==> src/rtl/oser_frame_tx.sv <==
// oser_frame_tx: serializes four 16-bit channel words into 2-bit DDR lane
// nibbles plus an FCO nibble. Optional ramp source: OSER_TEST_PATTERN_EN.
module oser_frame_tx #(
  parameter int          NUM_CHAN  = 4,
  parameter logic [15:0] IDLE_WORD = 16'h0000
) (
  input  logic        data_clk,
  input  logic        data_rst,
  input  logic [15:0] chan_a,
  input  logic [15:0] chan_c,
  input  logic [15:0] chan_e,
  input  logic [15:0] chan_g,
  input  logic        frame_valid,
  output logic        frame_ready,
  input  logic        sel_2lane,
  input  logic        sel_num_bits,
`ifdef OSER_TEST_PATTERN_EN
  input  logic        test_mode,
`endif
  output logic [1:0]  lane_a_nib,
  output logic [1:0]  lane_b_nib,
  output logic [1:0]  lane_c_nib,
  output logic [1:0]  lane_d_nib,
  output logic [1:0]  lane_e_nib,
  output logic [1:0]  lane_f_nib,
  output logic [1:0]  lane_g_nib,
  output logic [1:0]  lane_h_nib,
  output logic [1:0]  fco_nib,
  output logic        frame_start,
  output logic        underrun
);

  typedef enum logic {IDLE, RUN} state_t;

  state_t      state, state_nxt;
  logic [2:0]  cnt;
  logic [2:0]  last;
  logic [3:0]  len;
  logic        m2, m12;
  logic        boundary, load, tm;
  logic [15:0] word [NUM_CHAN];
  logic [15:0] sr   [NUM_CHAN];
  logic [1:0]  lane [2*NUM_CHAN];

  assign word[0] = chan_a;
  assign word[1] = chan_c;
  assign word[2] = chan_e;
  assign word[3] = chan_g;

`ifdef OSER_TEST_PATTERN_EN
  logic [15:0] ramp [NUM_CHAN];
  assign tm = test_mode;
`else
  assign tm = 1'b0;
`endif

  // Frame length follows the mode latched for the frame in flight.
  always_comb begin
    last = 3'd7;
    unique case (1'b1)
      ( m12 &&  m2): last = 3'd2;
      ( m12 && !m2): last = 3'd5;
      (!m12 &&  m2): last = 3'd3;
      default:       last = 3'd7;
    endcase
  end

  assign len         = {1'b0, last} + 4'd1;
  assign boundary    = (state == RUN) && (cnt == last);
  assign load        = (state == IDLE) || boundary;
  assign frame_ready = !data_rst && load && !tm;

  // State register.
  always_ff @(posedge data_clk) begin
    if (data_rst) state <= IDLE;
    else          state <= state_nxt;
  end

  // IDLE lasts exactly one cycle after reset release.
  always_comb begin
    state_nxt = state;
    if (state == IDLE) state_nxt = RUN;
  end

  // Nibble output, shift/load of channel words, frame counter, underrun.
  always_ff @(posedge data_clk) begin
    if (data_rst) begin
      cnt         <= '0;
      m2          <= 1'b0;
      m12         <= 1'b0;
      fco_nib     <= 2'b00;
      frame_start <= 1'b0;
      underrun    <= 1'b0;
      for (int k = 0; k < NUM_CHAN; k++) begin
        sr[k]       <= '0;
        lane[2*k]   <= 2'b00;
        lane[2*k+1] <= 2'b00;
      end
    end else begin
      if (state == RUN) begin
        frame_start <= (cnt == 3'd0);
        fco_nib     <= {({cnt, 1'b0} < len), ({cnt, 1'b1} < len)};
        for (int k = 0; k < NUM_CHAN; k++) begin
          if (m2) begin
            lane[2*k]   <= {sr[k][15], sr[k][13]};
            lane[2*k+1] <= {sr[k][14], sr[k][12]};
            sr[k]       <= {sr[k][11:0], 4'b0000};
          end else begin
            lane[2*k]   <= sr[k][15:14];
            lane[2*k+1] <= 2'b00;
            sr[k]       <= {sr[k][13:0], 2'b00};
          end
        end
      end else begin
        frame_start <= 1'b0;
        fco_nib     <= 2'b00;
        for (int k = 0; k < NUM_CHAN; k++) begin
          lane[2*k]   <= 2'b00;
          lane[2*k+1] <= 2'b00;
        end
      end
      if (load) begin
        cnt <= '0;
        m2  <= sel_2lane;
        m12 <= sel_num_bits;
        for (int k = 0; k < NUM_CHAN; k++)
          sr[k] <= frame_valid ? word[k] : IDLE_WORD;
`ifdef OSER_TEST_PATTERN_EN
        if (tm)
          for (int k = 0; k < NUM_CHAN; k++) sr[k] <= ramp[k];
`endif
        if (boundary && !frame_valid && !tm) underrun <= 1'b1;
      end else begin
        cnt <= cnt + 3'd1;
      end
    end
  end

`ifdef OSER_TEST_PATTERN_EN
  // Per-channel ramp advances once per test frame.
  always_ff @(posedge data_clk) begin
    if (data_rst) begin
      for (int k = 0; k < NUM_CHAN; k++) ramp[k] <= 16'(k);
    end else if (load && tm) begin
      for (int k = 0; k < NUM_CHAN; k++)
        ramp[k] <= ramp[k] + (sel_num_bits ? 16'd16 : 16'd1);
    end
  end
`endif

  assign lane_a_nib = lane[0];
  assign lane_b_nib = lane[1];
  assign lane_c_nib = lane[2];
  assign lane_d_nib = lane[3];
  assign lane_e_nib = lane[4];
  assign lane_f_nib = lane[5];
  assign lane_g_nib = lane[6];
  assign lane_h_nib = lane[7];

endmodule

==> config.mk <==
export PLATFORM = sky130hd
export DESIGN_NAME = oser_frame_tx
export DESIGN_NICKNAME = d
export VERILOG_FILES = /design/src/rtl/oser_frame_tx.sv
export SDC_FILE = /design/constraint.sdc
export NUM_CORES = 1
export LEC_CHECK = 0
export CAP_MARGIN = 20
export CORE_MARGIN = 1
export CORE_UTILIZATION = 48
export CTS_CLUSTER_DIAMETER = 80
export DETAILED_ROUTE_END_ITERATION = 16
export PLACE_DENSITY = 0.74
export SLEW_MARGIN = 20
export SYNTH_ARGS = -nofsm -noshare
export SYNTH_HDL_FRONTEND = slang
export SYNTH_SLANG_ARGS = --single-unit
export TNS_END_PERCENT = 1
==> constraint.sdc <==
create_clock -name data_clk -period 6.1 [get_ports data_clk]
set_clock_uncertainty 0.1 [all_clocks]
set_input_delay 0.61 -clock data_clk [delete_from_list [all_inputs] [get_ports data_clk]]
set_output_delay 0.61 -clock data_clk [all_outputs]
set_load 0.05 [all_outputs]
Yosys cells after proc, flatten, opt, wreduce, memory -nomap -nowiden --
Memories as Yosys holds them, arrays and structs flattened. Index checks and enable logic that the tools add are counted.
Storage, ports and cells: register bits 10, bits in writable memories 80, output and inout port bits 21, word-level logic and storage cells 124, memories 2
Memories:
- sr | depth 4, bits a word 16, rd ports 4, clocked after Yosys merged registers in 0, wr ports 4, line 42 | logic [15:0] sr [NUM_CHAN];
- lane | depth 8, bits a word 2, rd ports 8, clocked after Yosys merged registers in 0, wr ports 8, line 43 | logic [1:0] lane [2*NUM_CHAN];
Cells by class: add/subtract/negate cells 2, magnitude comparators 2, equality and inequality tests 1, muxes and demuxes 58, bitwise logic cells 37, reduce and logical (&&, ||, !) cells 15
Operators with widths (number):
- 2-to-1 mux 16 bit | 16
- 2-to-1 mux 2 bit | 24
- bitwise OR 1 bit | 36
- 2-to-1 mux 1 bit | 17
- case mux 3 bit (3 select lines) | 1
- < comparator 4 bit | 2
- logical AND 1 bit | 6
- adder 3 x 1 -> 4 bit (second input constant) | 1
- zero test 1 bit | 4
- OR reduction 2 bit | 2
- adder 3 x 1 -> 3 bit (second input constant) | 1
- == test 3 bit | 1
- zero test 3 bit | 1
- AND reduction 2 bit | 1
- logical OR 1 bit | 1
- inverter 1 bit | 1

Longest topological paths before layout --
Gate-level depths: netlist of the first run.
word-level depth 10, mapped depth 10, gate-level depth less buffers 7

Worst setup path before layout of the first run --
OpenSTA, ideal clock, no wires.
path type reg-to-output, from register m2, to output port frame_ready, arrival 2.900 ns, required time 5.390 ns, path slack 2.490 ns, cell stages (with the launch flop) 10, buffers on the path 4, cell sequence dfxtp_1 -> buf_2 -> buf_2 -> clkbuf_1 -> inv_1 -> ha_1 -> xor2_2 -> buf_2 -> nand3_1 -> a21oi_1
Between the ends: longest elaborated chain between the ends 7
Ends and longest elaborated chain:
- start, declared | line 39 | logic m2, m12;
- start signal, assigned | line 124 | m2 <= sel_2lane;
- zero test 1 bit | line 62 | ( m12 && !m2): last = 3'd5;
- logical AND 1 bit | line 62
- case mux 3 bit (3 select lines) (*) | line 60 | unique case (1'b1)
- == test 3 bit (*) | line 69 | assign boundary = (state == RUN) && (cnt == last);
- logical AND 1 bit (*) | line 69
- logical OR 1 bit (*) | line 70 | assign load = (state == IDLE) || boundary;
- logical AND 1 bit (*) | line 71 | assign frame_ready = !data_rst && load && !tm;
- end, declared | line 14 | output logic frame_ready,
Mark *: on every way between the ends. The rest lies on a longest branch, timed or not.

Worst setup path after layout of the first run --
Ends and elaborated chain as after synthesis.

==> results of run 1 <==
placed cells by master (no fill, tap or decap), types with 9 or more instances in the layout:
master           count
nand2_1             51
clkbuf_8            10
dfxtp_1             19
a311oi_1            49
inv_1                9
clkdlybuf4s50_1     87
conb_1              70
a211oi_1            48
and3_1              18
edfxtp_1            70
mux2_2              48
registers in the layout (all words and copies together), names as in the netlist, 2 cells and up:
name and flops:
sr 64, fco_nib 2, lane 16, cnt 3
layer usage:
| metal | wire length [um] | global-route usage | up-vias |
|---|---|---|---|
| li1 | - | - | 1857 |
| met5 | 0 | 0 | - |
| met1 | 4900 | 0.297 | 1848 |
| met3 | 593 | 0.0536 | 13 |
| met2 | 5630 | 0.377 | 127 |
| met4 | 144 | 0.0780 | 0 |
worst max path at each step:
| stage | startpoint | slack (ps) | end | depth (start not counted) |
|---|---|---|---|---|
| 2_1_floorplan | m2$_SDFFE_PP0P_ | 2490 | frame_ready | 9 |
| 3_3_place_gp | m2$_SDFFE_PP0P_ | 2540 | frame_ready | 6 |
| 3_5_place_dp | m2$_SDFFE_PP0P_ | 2470 | frame_ready | 6 |
| 4_1_cts | m2$_SDFFE_PP0P_ | 2040 | frame_ready | 6 |
| 5_1_grt | m2$_SDFFE_PP0P_ | 1880 | frame_ready | 6 |
| 6_report | m2$_SDFFE_PP0P_ | 2070 | frame_ready | 6 |
power by group through the flow:
stage | registers (mW) | logic [mW] | clock network, mW
2_1_floorplan | 0.749 | 0.173 | 0
3_3_place_gp | 0.734 | 0.278 | 0
3_5_place_dp | 0.736 | 0.285 | 0
4_1_cts | 0.722 | 0.287 | 0.405
5_1_grt | 0.726 | 0.313 | 0.433
6_report | 0.722 | 0.288 | 0.399
area by class of cell:
class | instances | area share
sequential | 90 | 0.398
multi-input combinational | 344 | 0.391
timing repair buffer | 96 | 0.149
tap | 133 | 0.0265
clock inverter | 4 | 0.00378
inverter | 9 | 0.00538
clock buffer | 12 | 0.0265
worst max-delay path: stages, from the launching register on:
cell             delay, ps
dfxtp_2                350
buf_4                  640
xor2_4                 180
buf_4                  490
nand3_1                240
a21oi_1                220
clkdlybuf4s50_1        830
metrics by stage:
stage	instances	worst slack (ps)	area, um^2	hold WS, ps	power, mW
2_1_floorplan	492	2490	5160	320	0.922
3_3_place_gp	672	2540	6090	326	1.01
3_5_place_dp	672	2470	6090	329	1.02
4_1_cts	688	2040	6280	348	1.41
5_1_grt	688	1880	6280	374	1.47
6_report	688	2070	6280	350	1.41
logic make-up after synthesis:
group | count (synthesis) | share of synthesized area
simple gates | 90 | 0.0871
flops | 90 | 0.511
fa+ha+maj | 7 | 0.0179
buf+inv | 58 | 0.0485
mux | 52 | 0.118
xor+xnor | 8 | 0.0189
other cells | 1 | 0.000765
compound gates | 117 | 0.198
==> results.json, run 1 <==
{
  "wl_per_cell_um": 16.4,
  "async_flop_share": 0,
  "cts_setup_buffers": 0,
  "cts_tree": "done",
  "ys_warn_count": 0,
  "grt-ovfl-total": 0,
  "rsz0062_at_grt": "false",
  "synth_most_common_cell": "edfxtp_1",
  "path_clk_slew_ps": 90,
  "tightestPinTransition_ps": 935,
  "layout_min_cycle_time_ps": 4030,
  "synth_edf_count": 70,
  "ant_nets": 0,
  "synth_cells": 423,
  "ios": 90,
  "hold_path.class": "reg2reg",
  "p_leak_nw": 2.34,
  "min_to": "lane[0][13]$_SDFFE_PP0P_",
  "end_kind": "output pin",
  "hold_viol": 0,
  "grt_pass1_wl_um": 18300,
  "fillerInstances": 805,
  "cts.sinks": 90,
  "io_buffer_count": 89,
  "outcome": "completed",
  "crit_path_max_fanout": 64,
  "start_util": 0.499,
  "startpoint_type": "flop",
  "timing.rr.start": "m2$_SDFFE_PP0P_",
  "drt_iter0_markers": 306,
  "critPathKind": "reg2out",
  "worst_ep_required_time_ps": 5390,
  "ys_top_cells_by_count": "70 x edfxtp_1, 51 x nand2_1, 49 x a311oi_1",
  "ys_ff_latch": 90,
  "cts_buffer_depth": 2,
  "r2r_slack_ps": 3400,
  "syn_area_um2": 4900,
  "cts-buffers-inserted": 9,
  "cts_resized": 0,
  "clkLatencyLatePin_ps": 370,
  "arrival_ps": 3320,
  "p_sw_frac": 0.280,
  "final.period_utilization": 0.661,
  "gp_congestion": 0.778,
  "finalWirelength_um": 11300,
  "slew_viol_final": 0,
  "ys_types": 35,
  "layout-drive-gt1-share": 0.141,
  "die_h_um": 103,
  "worstHoldPathCells": 1,
  "fin_nets": 626,
  "cts_hold_buf": 0,
  "yosys_most_used_dff": "edfxtp_1",
  "setup_tns_ps": 0,
  "utilization": 0.640,
  "die_w_um": 103,
  "ys_seq_area_frac": 0.511,
  "p_seq_frac": 0.513,
  "min-delay-start": "sr[3][15]$_DFFE_PP_",
  "core_um2": 9820,
  "cts-root-buf": "clkbuf_8",
  "grt_usage": 0.229,
  "syn_to_final_growth_pct": 28.2,
  "drc": 0,
  "yosys-top-cells-area": "edfxtp_1 43%, mux2_2 11%, a311oi_1 8.8%",
  "slew_headroom": 0.376,
  "antenna_found_initial": 0,
  "p_clk_frac": 0.283,
  "ff2ff_path_depth": 5,
  "p_switching_mw": 0.395,
  "grt_pass1_vias": 3757,
  "internal_power_mw": 1.01,
  "drt_pass1_iterations": 5,
  "dieArea_um2": 10600,
  "synth_area_leader_cell": "edfxtp_1",
  "setup_viol": 0,
  "rows": 36,
  "n_antenna_cell": 0,
  "avgViaCountPerCell": 5.59,
  "dp_hpwl_um": 7070,
  "clock.fmax_ghz": 0.248,
  "multi_input_area_um2": 2460,
  "ff_latch_area_um2": 2500,
  "combPwrFrac": 0.204,
  "powerDensity_nw_per_um2": 224,
  "htree_num_levels": 3,
  "r2r-end": "sr[3][2]$_DFFE_PP_",
  "maxCapViolCount": 0,
  "avgSynthCellArea_um2": 11.6,
  "grt_start_max_net_pins": 65,
  "num_vias": 3845,
  "yosysTopAreaCellShare": 0.429,
  "ir_drop_v": 0.000110
}
(Power assumes the default switching activity.)
==> inputs of run 2 (changes only) <==
==> constraint.sdc (replaced) <==
create_clock -name data_clk -period 4 [get_ports data_clk]
set_clock_uncertainty 0.1 [all_clocks]
set_input_delay 0.4 -clock data_clk [delete_from_list [all_inputs] [get_ports data_clk]]
set_output_delay 0.4 -clock data_clk [all_outputs]
set_load 0.05 [all_outputs]
==> run 2 against run 1 <==
Compared with the run above: design area grew 1.2%; final cell count grew 0.15%; sequential share of layout area shrank 0.45 points; combinational power grew 53%; utilization grew 0.74 points; critical path type unchanged; largest cell class unchanged.
==> results.json, run 2 (same netlist as run 1, synthesis figures left out) <==
{
  "outcome": "completed",
  "grt_usage": 0.231,
  "powerDensity_nw_per_um2": 359,
  "fillerInstances": 845,
  "crit_path_max_fanout": 7,
  "cts_hold_buf": 0,
  "worst_ep_required_time_ps": 3500,
  "tightestPinTransition_ps": 991,
  "antenna_found_initial": 0,
  "arrival_ps": 2630,
  "slew_viol_final": 0,
  "combPwrFrac": 0.193,
  "setup_viol": 0,
  "grt_pass1_wl_um": 18700,
  "path_delay_family": "buffers and inverters",
  "cp.buffers_inverters": 2,
  "cts_buffer_depth": 2,
  "hold_viol": 0,
  "critPathKind": "reg2out",
  "slowest_delay_ps": 840,
  "hold_path.class": "reg2reg",
  "cts_setup_buffers": 0,
  "largest_register_ffs": 64,
  "drt_iter0_markers": 284,
  "avgViaCountPerCell": 5.67,
  "syn_to_final_growth_pct": 29.7,
  "rsz0062_at_grt": "false",
  "cts.sinks": 90,
  "reg_top3": "sr (64), lane (16), cnt (3)",
  "setup_tns_ps": 0,
  "rows": 36,
  "final.period_utilization": 0.783,
  "maxCapViolCount": 0,
  "place_ws_ps": 1260,
  "fin_area_um2": 6360,
  "utilization": 0.647,
  "n_antenna_cell": 0,
  "ir_drop_v": 0.000180,
  "grt-ovfl-total": 0,
  "p_leak_nw": 2.37,
  "start_util": 0.499,
  "layout_commonest_cell": "clkdlybuf4s50_1",
  "drc": 0,
  "cts-root-buf": "clkbuf_8",
  "drt_pass1_iterations": 4,
  "p_seq_frac": 0.484,
  "startpoint_type": "flop",
  "finalWirelength_um": 11600,
  "layout_min_cycle_time_ps": 3130,
  "p_switching_mw": 0.614,
  "slew_headroom": 0.338,
  "clock.fmax_ghz": 0.319,
  "cp_slowest_cell": "clkdlybuf4s50_1",
  "gp_congestion": 0.818,
  "die_w_um": 103,
  "layout-drive-gt1-share": 0.144,
  "p_sw_frac": 0.269,
  "crit_chain": "inv_1, ha_1, xor2_4, nand3_1, a21oi_1, clkdlybuf4s50_1",
  "cts_tree": "done",
  "path_clk_slew_ps": 100,
  "fin_nets": 627,
  "core_um2": 9820,
  "timing.final.ws_setup_ps": 868,
  "power_mw": 2.28,
  "internal_power_mw": 1.67,
  "die_h_um": 103,
  "ios": 90,
  "final_cell_mix": "87 x clkdlybuf4s50_1, 70 x edfxtp_1, 70 x conb_1, 51 x nand2_1, 49 x a311oi_1",
  "clkLatencyLatePin_ps": 360,
  "num_vias": 3905,
  "wl_per_cell_um": 16.8,
  "cts_resized": 0,
  "dpl_cell_area_um2": 6110,
  "cts-buffers-inserted": 9,
  "largest_register": "sr",
  "grt_start_max_net_pins": 62,
  "dieArea_um2": 10600,
  "p_clk_frac": 0.323,
  "end_kind": "output pin",
  "grt_pass1_vias": 3775,
  "ant_nets": 0,
  "io_buffer_count": 89,
  "htree_num_levels": 3,
  "dp_hpwl_um": 7360
}
run 2: area by class of cell:
class	count	area, um^2	area share
clock buffers	13	203	0.0319
multi-input cells	344	2460	0.386
well taps	133	166	0.0262
inverters	9	33.8	0.00531
flip-flops and latches	90	2500	0.394
repair buffers	97	953	0.150
clock inverters	3	40.0	0.00630
run 2: worst paths after layout:
check | from | endpoint | slack (ps) | cells after the start
setup / recovery | m2$_SDFFE_PP0P_ | frame_ready | 870 | 6
hold / removal | sr[3][15]$_DFFE_PP_ | lane[0][13]$_SDFFE_PP0P_ | 350 | 1
setup reg to reg | m2$_SDFFE_PP0P_ | sr[3][5]$_DFFE_PP_ | 1250 | 6
hold reg to reg | sr[3][15]$_DFFE_PP_ | lane[0][13]$_SDFFE_PP0P_ | 350 | 1
run 2: worst reg2reg max path: stages, from the launching register on:
cell and delay [ps]:
dfxtp_2 470, inv_1 100, ha_1 320, xnor2_1 240, o31ai_4 810, buf_12 310, a211oi_1 150
run 2: per-stage QoR:
step	hold slack [ps]	instances
floorplan	320	492
global placement	328	673
detailed placement	326	673
CTS	348	689
global route	361	689
finish	346	689
run 2: power groups by stage:
stage                     combinational [mW]  clock, mW  sequential (mW)
final                                  0.442      0.738             1.10
after global routing                   0.478      0.782             1.11
after CTS                              0.438      0.739             1.10
after detailed placement               0.437          0             1.13
after global placement                 0.429          0             1.12
after floorplan                        0.263          0             1.14
run 2: metal layers:
layer  share of wire  vias to the layer above  GRT usage  wire [um]
met2            0.49                      140      0.367       5660
li1                -                     1850          -          -
met1            0.44                     1898      0.319       5120
met3           0.053                       17     0.0373        616
met4           0.018                        0     0.0867        205
met5               0                        -          0          0
